$ cat config.mk
export PLATFORM = sky130hd
export DESIGN_NAME = stream_demux_n
export DESIGN_NICKNAME = d
export VERILOG_FILES = /design/src/rtl/stream_demux_pkg.sv /design/src/rtl/stream_demux_decoder.sv /design/src/rtl/stream_demux_n.sv
export SDC_FILE = /design/constraint.sdc
export NUM_CORES = 1
export LEC_CHECK = 0
export ABC_AREA = 1
export CAP_MARGIN = 15
export CORE_MARGIN = 3
export CORE_UTILIZATION = 34
export CTS_BUF_LIST = sky130_fd_sc_hd__clkbuf_2
export DETAILED_ROUTE_END_ITERATION = 16
export PLACE_DENSITY = 0.82
export SLEW_MARGIN = 20
export SYNTH_ARGS = -nofsm -noshare
export SYNTH_HDL_FRONTEND = slang
export SYNTH_SLANG_ARGS = --single-unit
$ cat constraint.sdc
create_clock -name clk -period 1.15 [get_ports clk]
set_clock_uncertainty 0.1 [all_clocks]
set_input_delay 0.23 -clock clk [delete_from_list [all_inputs] [get_ports clk]]
set_output_delay 0.23 -clock clk [all_outputs]
set_load 0.02 [all_outputs]
$ cat src/rtl/stream_demux_pkg.sv
// Shared constants and the select decode helper for the stream demux.
// Combinational helpers only; no state.
// No flow control here; the top module owns the handshake.
package stream_demux_pkg;

  localparam int DEFAULT_DATA_W = 8;
  localparam int DEFAULT_N_OUT  = 4;
  localparam int DEFAULT_CNT_W  = 8;

  // Widest channel count the block supports; decode masks are built at
  // this width and trimmed to N_OUT by the caller.
  localparam int MAX_N_OUT = 16;

  // One-hot mask with bit sel set, or all zeros when sel addresses a
  // channel that does not exist (sel >= n).
  function automatic logic [MAX_N_OUT-1:0] onehot_dec(input logic [31:0] sel,
                                                      input int unsigned n);
    logic [MAX_N_OUT-1:0] mask;
    mask = '0;
    for (int unsigned i = 0; i < MAX_N_OUT; i++) begin
      if ((sel == i) && (i < n)) begin
        mask[i] = 1'b1;
      end
    end
    return mask;
  endfunction

endpackage

$ cat src/rtl/stream_demux_decoder.sv
// Binary select to one-hot channel mask, with enable and out-of-range flag.
// Purely combinational, zero latency.
// No backpressure; outputs follow inputs in the same cycle.
import stream_demux_pkg::*;

module demux_decoder #(
  parameter int SEL_W = 2,
  parameter int N_OUT = 4
) (
  input  logic [SEL_W-1:0] sel,
  input  logic             en,
  output logic [N_OUT-1:0] onehot,
  output logic             oor
);

  localparam int unsigned N_U = N_OUT;

  logic [MAX_N_OUT-1:0] full_mask;
  // Bits above N_OUT are always zero for an in-range decode; folded here so
  // the trimmed-off bits are visibly consumed.
  logic                 unused_full_mask;

  assign full_mask        = onehot_dec(32'(sel), N_U);
  assign unused_full_mask = ^full_mask;

  // Mask is gated by enable so an idle cycle never addresses a channel.
  always_comb begin
    onehot = '0;
    oor    = 1'b0;
    if (en) begin
      onehot = full_mask[N_OUT-1:0];
      oor    = (32'(sel) >= N_U);
    end
  end

endmodule

$ cat src/rtl/stream_demux_n.sv
// Registered 1:N demux: routes a beat to one channel or broadcasts to all.
// One cycle from accept to out_valid; full throughput of one beat per cycle.
// in_ready drops while any addressed channel still holds an unaccepted beat.
import stream_demux_pkg::*;

module stream_demux_n #(
  parameter  int DATA_W = DEFAULT_DATA_W,
  parameter  int N_OUT  = DEFAULT_N_OUT,
  parameter  int CNT_W  = DEFAULT_CNT_W,
  localparam int SEL_W  = $clog2(N_OUT)
) (
  input  logic                    clk,
  input  logic                    rst_n,
  input  logic                    in_valid,
  output logic                    in_ready,
  input  logic [DATA_W-1:0]       in_data,
  input  logic [SEL_W-1:0]        in_sel,
  input  logic                    in_bcast,
  output logic [N_OUT-1:0]        out_valid,
  input  logic [N_OUT-1:0]        out_ready,
  output logic [N_OUT*DATA_W-1:0] out_data,
  output logic                    sel_err,
  output logic [CNT_W-1:0]        drop_cnt
);

  logic [DATA_W-1:0] data_q;
  logic [N_OUT-1:0]  pend_q;
  logic              err_q;
  logic [CNT_W-1:0]  cnt_q;

  logic              accept;
  logic [N_OUT-1:0]  sel_mask;
  logic              sel_oor;

  // Ready as soon as every still-pending channel is handshaking this cycle,
  // so a new beat can replace the draining one without a bubble.
  assign in_ready = ((pend_q & ~out_ready) == '0);
  assign accept   = in_valid && in_ready;

  demux_decoder #(
    .SEL_W (SEL_W),
    .N_OUT (N_OUT)
  ) u_decoder (
    .sel    (in_sel),
    .en     (accept && !in_bcast),
    .onehot (sel_mask),
    .oor    (sel_oor)
  );

  // Load a new beat on accept, otherwise retire channels that handshook.
  always_ff @(posedge clk or negedge rst_n) begin
    if (!rst_n) begin
      data_q <= '0;
      pend_q <= '0;
      err_q  <= 1'b0;
      cnt_q  <= '0;
    end else if (accept) begin
      if (in_bcast) begin
        data_q <= in_data;
        pend_q <= '1;
        err_q  <= 1'b0;
      end else if (sel_oor) begin
        // Dropped beat: keep the old payload, just flag and count it.
        pend_q <= '0;
        err_q  <= 1'b1;
        if (cnt_q != '1) begin
          cnt_q <= cnt_q + CNT_W'(1);
        end
      end else begin
        data_q <= in_data;
        pend_q <= sel_mask;
        err_q  <= 1'b0;
      end
    end else begin
      pend_q <= pend_q & ~out_ready;
      err_q  <= 1'b0;
    end
  end

  assign out_valid = pend_q;
  assign out_data  = {N_OUT{data_q}};
  assign sel_err   = err_q;
  assign drop_cnt  = cnt_q;

endmodule

==> results of run 1 <==
[metrics by stage]
| step | setup WS (ns) | instances | total power (µW) | setup TNS, ns |
|---|---|---|---|---|
| after floorplan | -0.0624 | 103 | 1910 | -0.262 |
| after global placement | -0.767 | 154 | 2410 | -12.22 |
| after detailed placement | -0.765 | 154 | 2440 | -12.76 |
| after CTS | -0.279 | 175 | 2950 | -6.16 |
| after global routing | -0.324 | 182 | 3610 | -9.10 |
| final | -0.274 | 182 | 3430 | -6.36 |
[power breakdown]
part           internal, µW  switching [µW]  total, µW  leakage, µW
Clock                  92.2             145        237    0.0000166
Sequential              563             187        751     0.000137
Combinational          1360            1080       2440     0.000630
[path summary, 6_finish.rpt]
path	from	end	slack (ns)	cells after the start
setup reg to reg	out_valid[0]	data_q[5]	-0.19	7
max in group asynchronous	rst_n	data_q[1]	0.61	2
min in group clk	out_ready[2]	out_valid[2]	0.23	4
setup / recovery	out_ready[0]	in_ready	-0.27	6
hold / removal	rst_n	data_q[4]	0.14	2
hold reg to reg	out_valid[0]	out_valid[0]	0.43	2
[worst register-to-register path, cell delays in order, from the launching register on]
cell	delay [ns]
dfrtp_2	0.43
nand2_2	0.07
nand2_2	0.07
nor2_4	0.11
buf_4	0.20
nand2_4	0.11
nand2_1	0.08
nand2_1	0.05
[routing by layer]
metal  part of all wire, %  routed length, µm  GRT usage (%)  vias up
met5                     0                  0              0        -
met4                  0.52                 12           3.73        0
met3                    13                301           4.63        2
met2                    53               1210           22.6       43
met1                    34                772           13.2      340
li1                      -                  -              -      370
[Yosys cell counts]
library cell | number | area (µm²)
nand3_1 | 8 | 40.0
nand2_1 | 20 | 75.1
nor2_4 | 1 | 11.3
nor2_1 | 2 | 7.51
o21ai_1 | 2 | 10.0
o211ai_2 | 1 | 12.5
a21oi_1 | 2 | 10.0
nand2_2 | 4 | 25.0
nand2_4 | 1 | 11.3
o211ai_1 | 1 | 7.51
buf_4 | 33 | 248
buf_6 | 1 | 11.3
dfrtp_1 | 12 | 300
conb_1 | 1 | 3.75
inv_1 | 5 | 18.8
buf_8 | 1 | 15.0
[repair_timing]
item | in CTS | in global routing
buffers inserted | 17 | 7
setup endpoints to repair | 49 | 49
gates resized for setup | 201 | 45
pin swaps | 3 | 1
[cell families (layout without fill, tap and decap cells)]
family / after synthesis / count (layout)
compound gates: 6 / 6
other cells: 1 / 9
buf+inv: 40 / 91
simple gates: 36 / 36
flops: 12 / 12
[registers in the layout, summed over array words and instances (netlist names)]
signal / count
data_q: 8
out_valid: 4
[area by class of cell]
| class | count | area (µm²) |
|---|---|---|
| Tap cell | 28 | 35.0 |
| Clock buffer | 4 | 20.0 |
| Fill cell | 169 | 737 |
| Sequential cell | 12 | 313 |
| Multi-Input combinational cell | 51 | 249 |
| Inverter | 5 | 18.8 |
| Timing Repair Buffer | 82 | 861 |
==> metrics.md, run 1 <==
| Metric | Value |
|---|---|
| Outcome | finished, violations left |
| Violated checks | negative setup slack |
| CP Max Fanout | 2 |
| Worst vdd ir | 1200 µV |
| Routability cong. | 0.732 |
| Clock root buffer | clkbuf_2 |
| Required time of the critical path | 0.82 ns |
| Synth Register Bits | 12 |
| DRC viols | 0 |
| Leak pwr | 0.000784 µW |
| All-Layer GR Usage | 12.5% |
| CTS HTree Levels | 1 |
| Worst Path Arrival | 1.09 ns |
| Post-place instance area | 1180 µm² |
| Grt ovf | 0 |
| Critical-path top delay cell | clkdlybuf4s50_1 |
| Chip Height | around 55 µm |
| Drt pass-1 iters | 3 |
| DRT iter0 DRCs | 11 |
| Die footprint | 2990 µm² |
| Critical path type | in -> out |
| Delay-heaviest family, CP | buffers and inverters |
| Post-synthesis mux area share | 0% |
| CTS Buffer Depth | 2 |
| Cell Chain, Critical Path | clkdlybuf4s50_1 > inv_1 > nand2_2 > nand2_2 > nor2_4 > buf_6 |
| Adder-cell share of the synthesized area | 0% |
| Worst skew pair latency | 0.27 ns |
| Fin crit share | 124% |
| Sequential area share after synthesis | a little under two fifths |
| Max Fclk | approximately 0.7 GHz |
| # clock sinks | 12 |
| Die Span X | 54.7 µm |
| Ports | 64 |
| CTS tree | done |
| YS warnings | 0 |
| WL final | between 2000 and 2500 µm |
| Initial antenna violation count | 0 |
| Synth Area in Compound Gates | 4.96% |
| Synthesis-to-finish area growth | 85.4% |
| Placeable Area | 2230 µm² |
| CTS buffer count | 3 |
| Finish-stage setup viols | 49 |
| Worst setup margin | -0.274 ns |
| Final hold vios | 0 |
| First-pass GRT wire length | 2670 µm |
| Antenna Cells | 0 |
| Cells after Synth | 95 |
| Mapped Area | 807 µm² |
| Number of unique standard cell types used by synthesis | 16 |
| Clock transition at path regs | 0.14 ns |
| Final hold slack | 0.144 ns |
| Port buffer count | 54 |
| XOR/XNOR Fraction of Synth Area | 0% |
| Initial Util | 36.1% |
| # nets final | about 170 |
| Worst Hold Class | in -> async |
| Worst setup EP type | primary output |
| Vias | 755 |
| Final Core Density | around 67% |
| Largest family of logic cells by synthesized area | buffers and inverters |
| Post-route ant nets | 0 |
| Hold_buf cts | 0 |
| Most frequent cells in the layout | 55 x buf_6, 18 x nand2_1, 16 x clkdlybuf4s50_1 |
| Largest net degree at the start of global routing | 13 |
| Vias per inst | 4.15 |
| Commonest non-fill, non-tap cell in the layout | buf_6 |
| Critical Path Source Type | input pin |
| Average wire per cell in the routed design | 12.6 µm |
| Max_cap viols | 0 |
| Minimum clock period | roughly 1.4 ns |
| Max stage delay on crit path | 0.45 ns |
| Vias in the first global route | a little over 600 |
| Share of cells above drive strength 1 | between 50% and 60% |
| Simple-gate share of the synthesized area | 21.1% |
| Post-route cell area | 1500 µm² |
| Total power per unit cell area | 2290 nW/µm² |
| Pins Over Slew Limit | 0 |
| Row Count | 17 |
| Worst path bufs/invs | 3 |
| Syn avg cell area | approximately 8.5 µm² |
| Post-detail-place hpwl | 1420 µm |
| Cell mode on critical path | nand2_2 |
| RSZ-0062 raised after global routing | true |
(Power assumes the default switching activity.)
==> run 2: changes to the inputs <==
--- a/config.mk
+++ b/config.mk
@@ -7,11 +7,13 @@
 export LEC_CHECK = 0
 export ABC_AREA = 1
 export CAP_MARGIN = 15
+export CORE_ASPECT_RATIO = 1.2
 export CORE_MARGIN = 3
 export CORE_UTILIZATION = 34
 export CTS_BUF_LIST = sky130_fd_sc_hd__clkbuf_2
 export DETAILED_ROUTE_END_ITERATION = 16
 export PLACE_DENSITY = 0.82
+export SKIP_LAST_GASP = 1
 export SLEW_MARGIN = 20
 export SYNTH_ARGS = -nofsm -noshare
 export SYNTH_HDL_FRONTEND = slang
==> metrics.md, run 2 (same netlist as run 1, synthesis figures left out) <==
| Metric | Value |
|---|---|
| Hold path depth | 4 |
| Worst vdd ir | 1370 µV |
| Required time of the critical path | 0.82 ns |
| Dpl cells | roughly 160 |
| CTS buffer count | 3 |
| Seq. cell area | 313 µm² |
| Critical Path Source Type | flop |
| Critical path type | reg -> out |
| Worst setup margin | -0.308 ns |
| DRT iter0 DRCs | 15 |
| Worst Path Arrival | 1.13 ns |
| CTS HTree Levels | 1 |
| First-pass GRT wire length | between 3000 and 4000 µm |
| WL final | 3350 µm |
| Initial Util | a little under two fifths |
| Fin crit share | 127% |
| All-Layer GR Usage | between 10% and 20% |
| Die footprint | about 3000 µm² |
| Max Fclk | between 0.6 and 0.7 GHz |
| Ports | 64 |
| Die Span X | slightly above 50 µm |
| Vias in the first global route | 802 |
| Vias per inst | 4.49 |
| Cell Chain, Critical Path | nand2_2 > nand2_2 > nor2_4 > buf_6 |
| Worst Hold Class | in -> reg |
| Worst skew pair latency | 0.28 ns |
| Minimum clock period | 1.46 ns |
| DRC viols | 0 |
| Share of cells above drive strength 1 | 64.9% |
| Chip Height | 59.4 µm |
| Worst slack, placed | -0.775 ns |
| Drt pass-1 iters | 4 |
| Critical-path top delay cell | dfrtp_2 |
| RSZ-0062 raised after global routing | true |
| Non-Filler Instances | 198 |
| Cell mode on critical path | nand2_2 |
| Worst reg2reg path depth | 8 |
| CP Max Fanout | 2 |
| Commonest non-fill, non-tap cell in the layout | buf_6 |
| Antenna Cells | 0 |
| Total power per unit cell area | 2290 nW/µm² |
| Most frequent cells in the layout | 60 x buf_6, 16 x buf_4, 13 x clkdlybuf4s50_1 |
| Synthesis-to-finish area growth | 109% |
| Largest net degree at the start of global routing | 13 |
| Post-route ant nets | 0 |
| Port buffer count | 54 |
| Violated checks | negative setup slack |
| Initial antenna violation count | 0 |
| Worst setup EP type | primary output |
| Routability cong. | 0.657 |
| Post-detail-place hpwl | 1500 µm |
| # nets final | 187 |
| Finish-stage setup viols | 49 |
| Multi-input logic area | around 300 µm² |
| Clock root buffer | clkbuf_2 |
| Average wire per cell in the routed design | between 15 and 20 µm |
| Row Count | 18 |
| Leak pwr | 0.000883 µW |
| Pins Over Slew Limit | 0 |
| Post-route cell area | around 1700 µm² |
| Fillers | 129 |
| CTS Buffer Depth | 2 |
| Outcome | finished, violations left |
| Vias | 889 |
| Max stage delay on crit path | 0.44 ns |
| Post-place instance area | 1200 µm² |
| Placeable Area | 2160 µm² |
| Max_cap viols | 0 |
| Biggest register | data_q |
| Max reg flops | 8 |
| # clock sinks | 12 |
| Clock transition at path regs | 0.13 ns |
| Total power | just under 4000 µW |
| CTS tree | done |
| Grt ovf | 0 |
| Final hold vios | 0 |
## run 2: cell types whose count changed in the layout (fill, tap and decap cells not counted), moves of 3 or more
cell and change:
nand2_2 +5, clkdlybuf4s50_1 -3, buf_6 +5, nand2_1 -6
buf_4 +7
## run 2: final timing paths
path	startpoint	end	slack [ns]
max in group asynchronous	rst_n	data_q[5]	0.60
worst max-delay path	out_valid[2]	in_ready	-0.31
min in group asynchronous	rst_n	data_q[1]	0.17
worst min register to register	out_valid[1]	out_valid[1]	0.43
worst min-delay path	out_ready[1]	out_valid[1]	0.10
worst max register to register	out_valid[2]	data_q[4]	-0.28
## run 2: power breakdown
part / switching, µW / internal (µW) / total, µW
Clock: 155 / 75.5 / 231
Combinational: 1280 / 1590 / 2860
Sequential: 200 / 563 / 763
Total: 1630 / 2220 / 3860
## run 2: final cells by class
type | instances | area share [%]
clock buffer | 3 | 0.890
clock inverter | 1 | 0.223
inverter | 5 | 1.11
multi-input combinational | 52 | 18.1
sequential | 12 | 18.5
tap | 30 | 2.23
timing repair buffer | 95 | 58.9
## run 2: timing repair
action | 4_1_cts | 5_1_grt
resized for setup | 212 | 55
buffers inserted | 19 | 16
endpoints found under the hold margin | 0 | 0
setup endpoints to repair | 49 | 49
cloned | 0 | 1
pin swaps | 6 | 5
hold buffers | 0 | 0
## run 2: per-stage QoR
stage	hold WS, ns	setup TNS (ns)	utilization, %
after global routing	0.125	-11.27	78.0
final	0.102	-8.59	78.0
after CTS	0.148	-6.06	63.6
after global placement	0.395	-12.16	55.3
after floorplan	-0.166	-0.262	-
after detailed placement	0.389	-12.95	55.3
## run 2: critical path: cells and delay by family (launching register included)
kind                   cells  cell delay [ns]
buffers and inverters      1             0.13
flip-flops                 1             0.44
AND/OR/NAND/NOR            3             0.27
## run 2: layer usage
layer  wire length (µm)  global-route usage (%)
met1               1280                    16.2
met2               1680                    30.2
met3                374                    4.03
met4                 21                    3.46
met5                  0                       0
==> run 3: changes to the inputs <==
--- a/config.mk
+++ b/config.mk
@@ -12,7 +12,8 @@
 export CORE_UTILIZATION = 34
 export CTS_BUF_LIST = sky130_fd_sc_hd__clkbuf_2
 export DETAILED_ROUTE_END_ITERATION = 16
-export PLACE_DENSITY = 0.82
+export PLACE_DENSITY = 0.83
+export SETUP_SLACK_MARGIN = 0.5
 export SKIP_LAST_GASP = 1
 export SLEW_MARGIN = 20
 export SYNTH_ARGS = -nofsm -noshare
==> metrics.md, run 3 (same netlist as run 1, synthesis figures left out) <==
| Metric | Value |
|---|---|
| Outcome | finished, violations left |
| Violated checks | negative setup slack |
| Minimum clock period | 1.47 ns |
| Pins Over Slew Limit | 0 |
| Total power | 3410 µW |
| All-Layer GR Usage | 16.1% |
| Commonest non-fill, non-tap cell in the layout | buf_6 |
| Die footprint | 3000 µm² |
| Critical path type | reg -> out |
| Required time of the critical path | just over 0.8 ns |
| CP Max Fanout | 2 |
| Biggest register | data_q |
| Drt pass-1 iters | 4 |
| Ports | 64 |
| Grt ovf | 0 |
| Initial Util | 37.3% |
| Die Span X | 50.5 µm |
| Max stage delay on crit path | 0.45 ns |
| First-pass GRT wire length | 3700 µm |
| Port buffer count | 54 |
| Fin crit share | 128% |
| Worst Hold Class | in -> async |
| Non-Filler Instances | 192 |
| Share of cells above drive strength 1 | 61.7% |
| Worst skew pair latency | 0.26 ns |
| WL final | between 3000 and 4000 µm |
| Placeable Area | 2160 µm² |
| DRC viols | 0 |
| Finish-stage setup viols | 48 |
| Average wire per cell in the routed design | ~17 µm |
| Worst setup margin | -0.318 ns |
| Chip Height | 59.4 µm |
| CTS buffer count | 3 |
| Final hold vios | 0 |
| Vias per inst | around 4.6 |
| Cell mode on critical path | nand2_2 |
| Total power per unit cell area | roughly 2200 nW/µm² |
| # clock sinks | 12 |
| Leak pwr | 0.000817 µW |
| Critical Path Source Type | flop |
| CTS Buffer Depth | 2 |
| Routability cong. | around 0.70 |
| Critical-path top delay cell | dfrtp_2 |
| Max_cap viols | 0 |
| Worst Path Arrival | 1.14 ns |
| Row Count | 18 |
| Worst slack, placed | -0.799 ns |
| Cell Chain, Critical Path | nand2_2 > nand2_2 > nor2_4 > buf_6 |
| Clock transition at path regs | 0.13 ns |
| Max reg flops | 8 |
| Synthesis-to-finish area growth | 94.0% |
| Vias | 888 |
| Post-detail-place hpwl | 1570 µm |
| Worst setup EP type | primary output |
| Antenna Cells | 0 |
| Vias in the first global route | 821 |
| # nets final | 182 |
| Setup_tns | -6.77 ns |
| Max Fclk | just under 0.7 GHz |
| Dpl cells | 160 |
| DRT iter0 DRCs | 15 |
| Fillers | ~130 |
| Most frequent cells in the layout | 55 x buf_6, 18 x buf_4, 16 x nand2_1 |
| RSZ-0062 raised after global routing | true |
| Worst vdd ir | around 1300 µV |
| Clock root buffer | clkbuf_2 |
| Initial antenna violation count | 0 |
| CTS HTree Levels | 1 |
| Largest net degree at the start of global routing | 13 |
| Post-route ant nets | 0 |
| CTS tree | done |
==> run 3: changes by cell type in the layout (fill, tap and decap cells not counted), moves of 2 or more <==
cell,delta
buf_4,+2
buf_6,-5
dfrtp_1,-2
dfrtp_2,+2
dlygate4sd2_1,+2
dlymetal6s2s_1,-2
nand2_1,+4
nand2_2,-3
nand2_8,-2
o21ai_1,+2
o21ai_2,-2
==> run 3: layout make-up <==
type | instances | area (µm²) | area share [%]
clock buffer | 3 | 15.0 | 0.959
multi-input combinational | 51 | 254 | 16.2
timing repair buffer | 91 | 925 | 59.1
tap | 30 | 37.5 | 2.40
sequential | 12 | 315 | 20.1
inverter | 5 | 18.8 | 1.20
==> run 3: power breakdown <==
group / leakage, µW / internal, µW / switching [µW] / total [µW]
clock network: 0.0000125 / 71.2 / 139 / 210
logic: 0.000669 / 1290 / 1120 / 2410
registers: 0.000135 / 568 / 223 / 792
total: 0.000817 / 1930 / 1480 / 3410
==> run 3: metal layers <==
layer	part of all wire, %	routed length [µm]	global-route usage, %	vias to the layer above
met5	0	0	0	-
met4	2.6	86	5.00	0
met3	10	333	6.55	10
met2	47	1520	28.7	72
met1	40	1320	17.4	417
li1	-	-	-	389
==> run 3: stage by stage <==
| stage | hold WS, ns | instance area, µm² | util [%] |
|---|---|---|---|
| 2_1_floorplan | -0.166 | 947 | - |
| 3_3_place_gp | 0.385 | 1220 | 56.5 |
| 3_5_place_dp | 0.394 | 1220 | 56.5 |
| 4_1_cts | 0.179 | 1360 | 63.0 |
| 5_1_grt | 0.168 | 1570 | 72.4 |
| 6_report | 0.154 | 1570 | 72.4 |
==> run 3: path summary, 6_finish.rpt <==
| kind | startpoint | end | slack (ns) | cells after the start |
|---|---|---|---|---|
| max | out_valid[2] | in_ready | -0.32 | 4 |
| min in group clk | in_data[7] | data_q[7] | 0.43 | 3 |
| min reg2reg | data_q[2] | data_q[2] | 0.50 | 2 |
| max reg2reg | out_valid[2] | data_q[4] | -0.30 | 7 |
| min | rst_n | out_valid[1] | 0.15 | 2 |
| max in group asynchronous | rst_n | data_q[0] | 0.61 | 2 |
==> run 3: critical path, delay by kind of cell, from the launching register on <==
kind                   cells  cell delay (ns)
buffers and inverters      1             0.13
DFF                        1             0.45
and+or+nand+nor            3             0.31
==> run 3: repair_timing <==
action	CTS	global route
gates resized for setup	196	49
pin swaps	7	1
buffers inserted	24	5
gates cloned	0	0
hold buffers	0	0
endpoints found under the setup margin	49	49
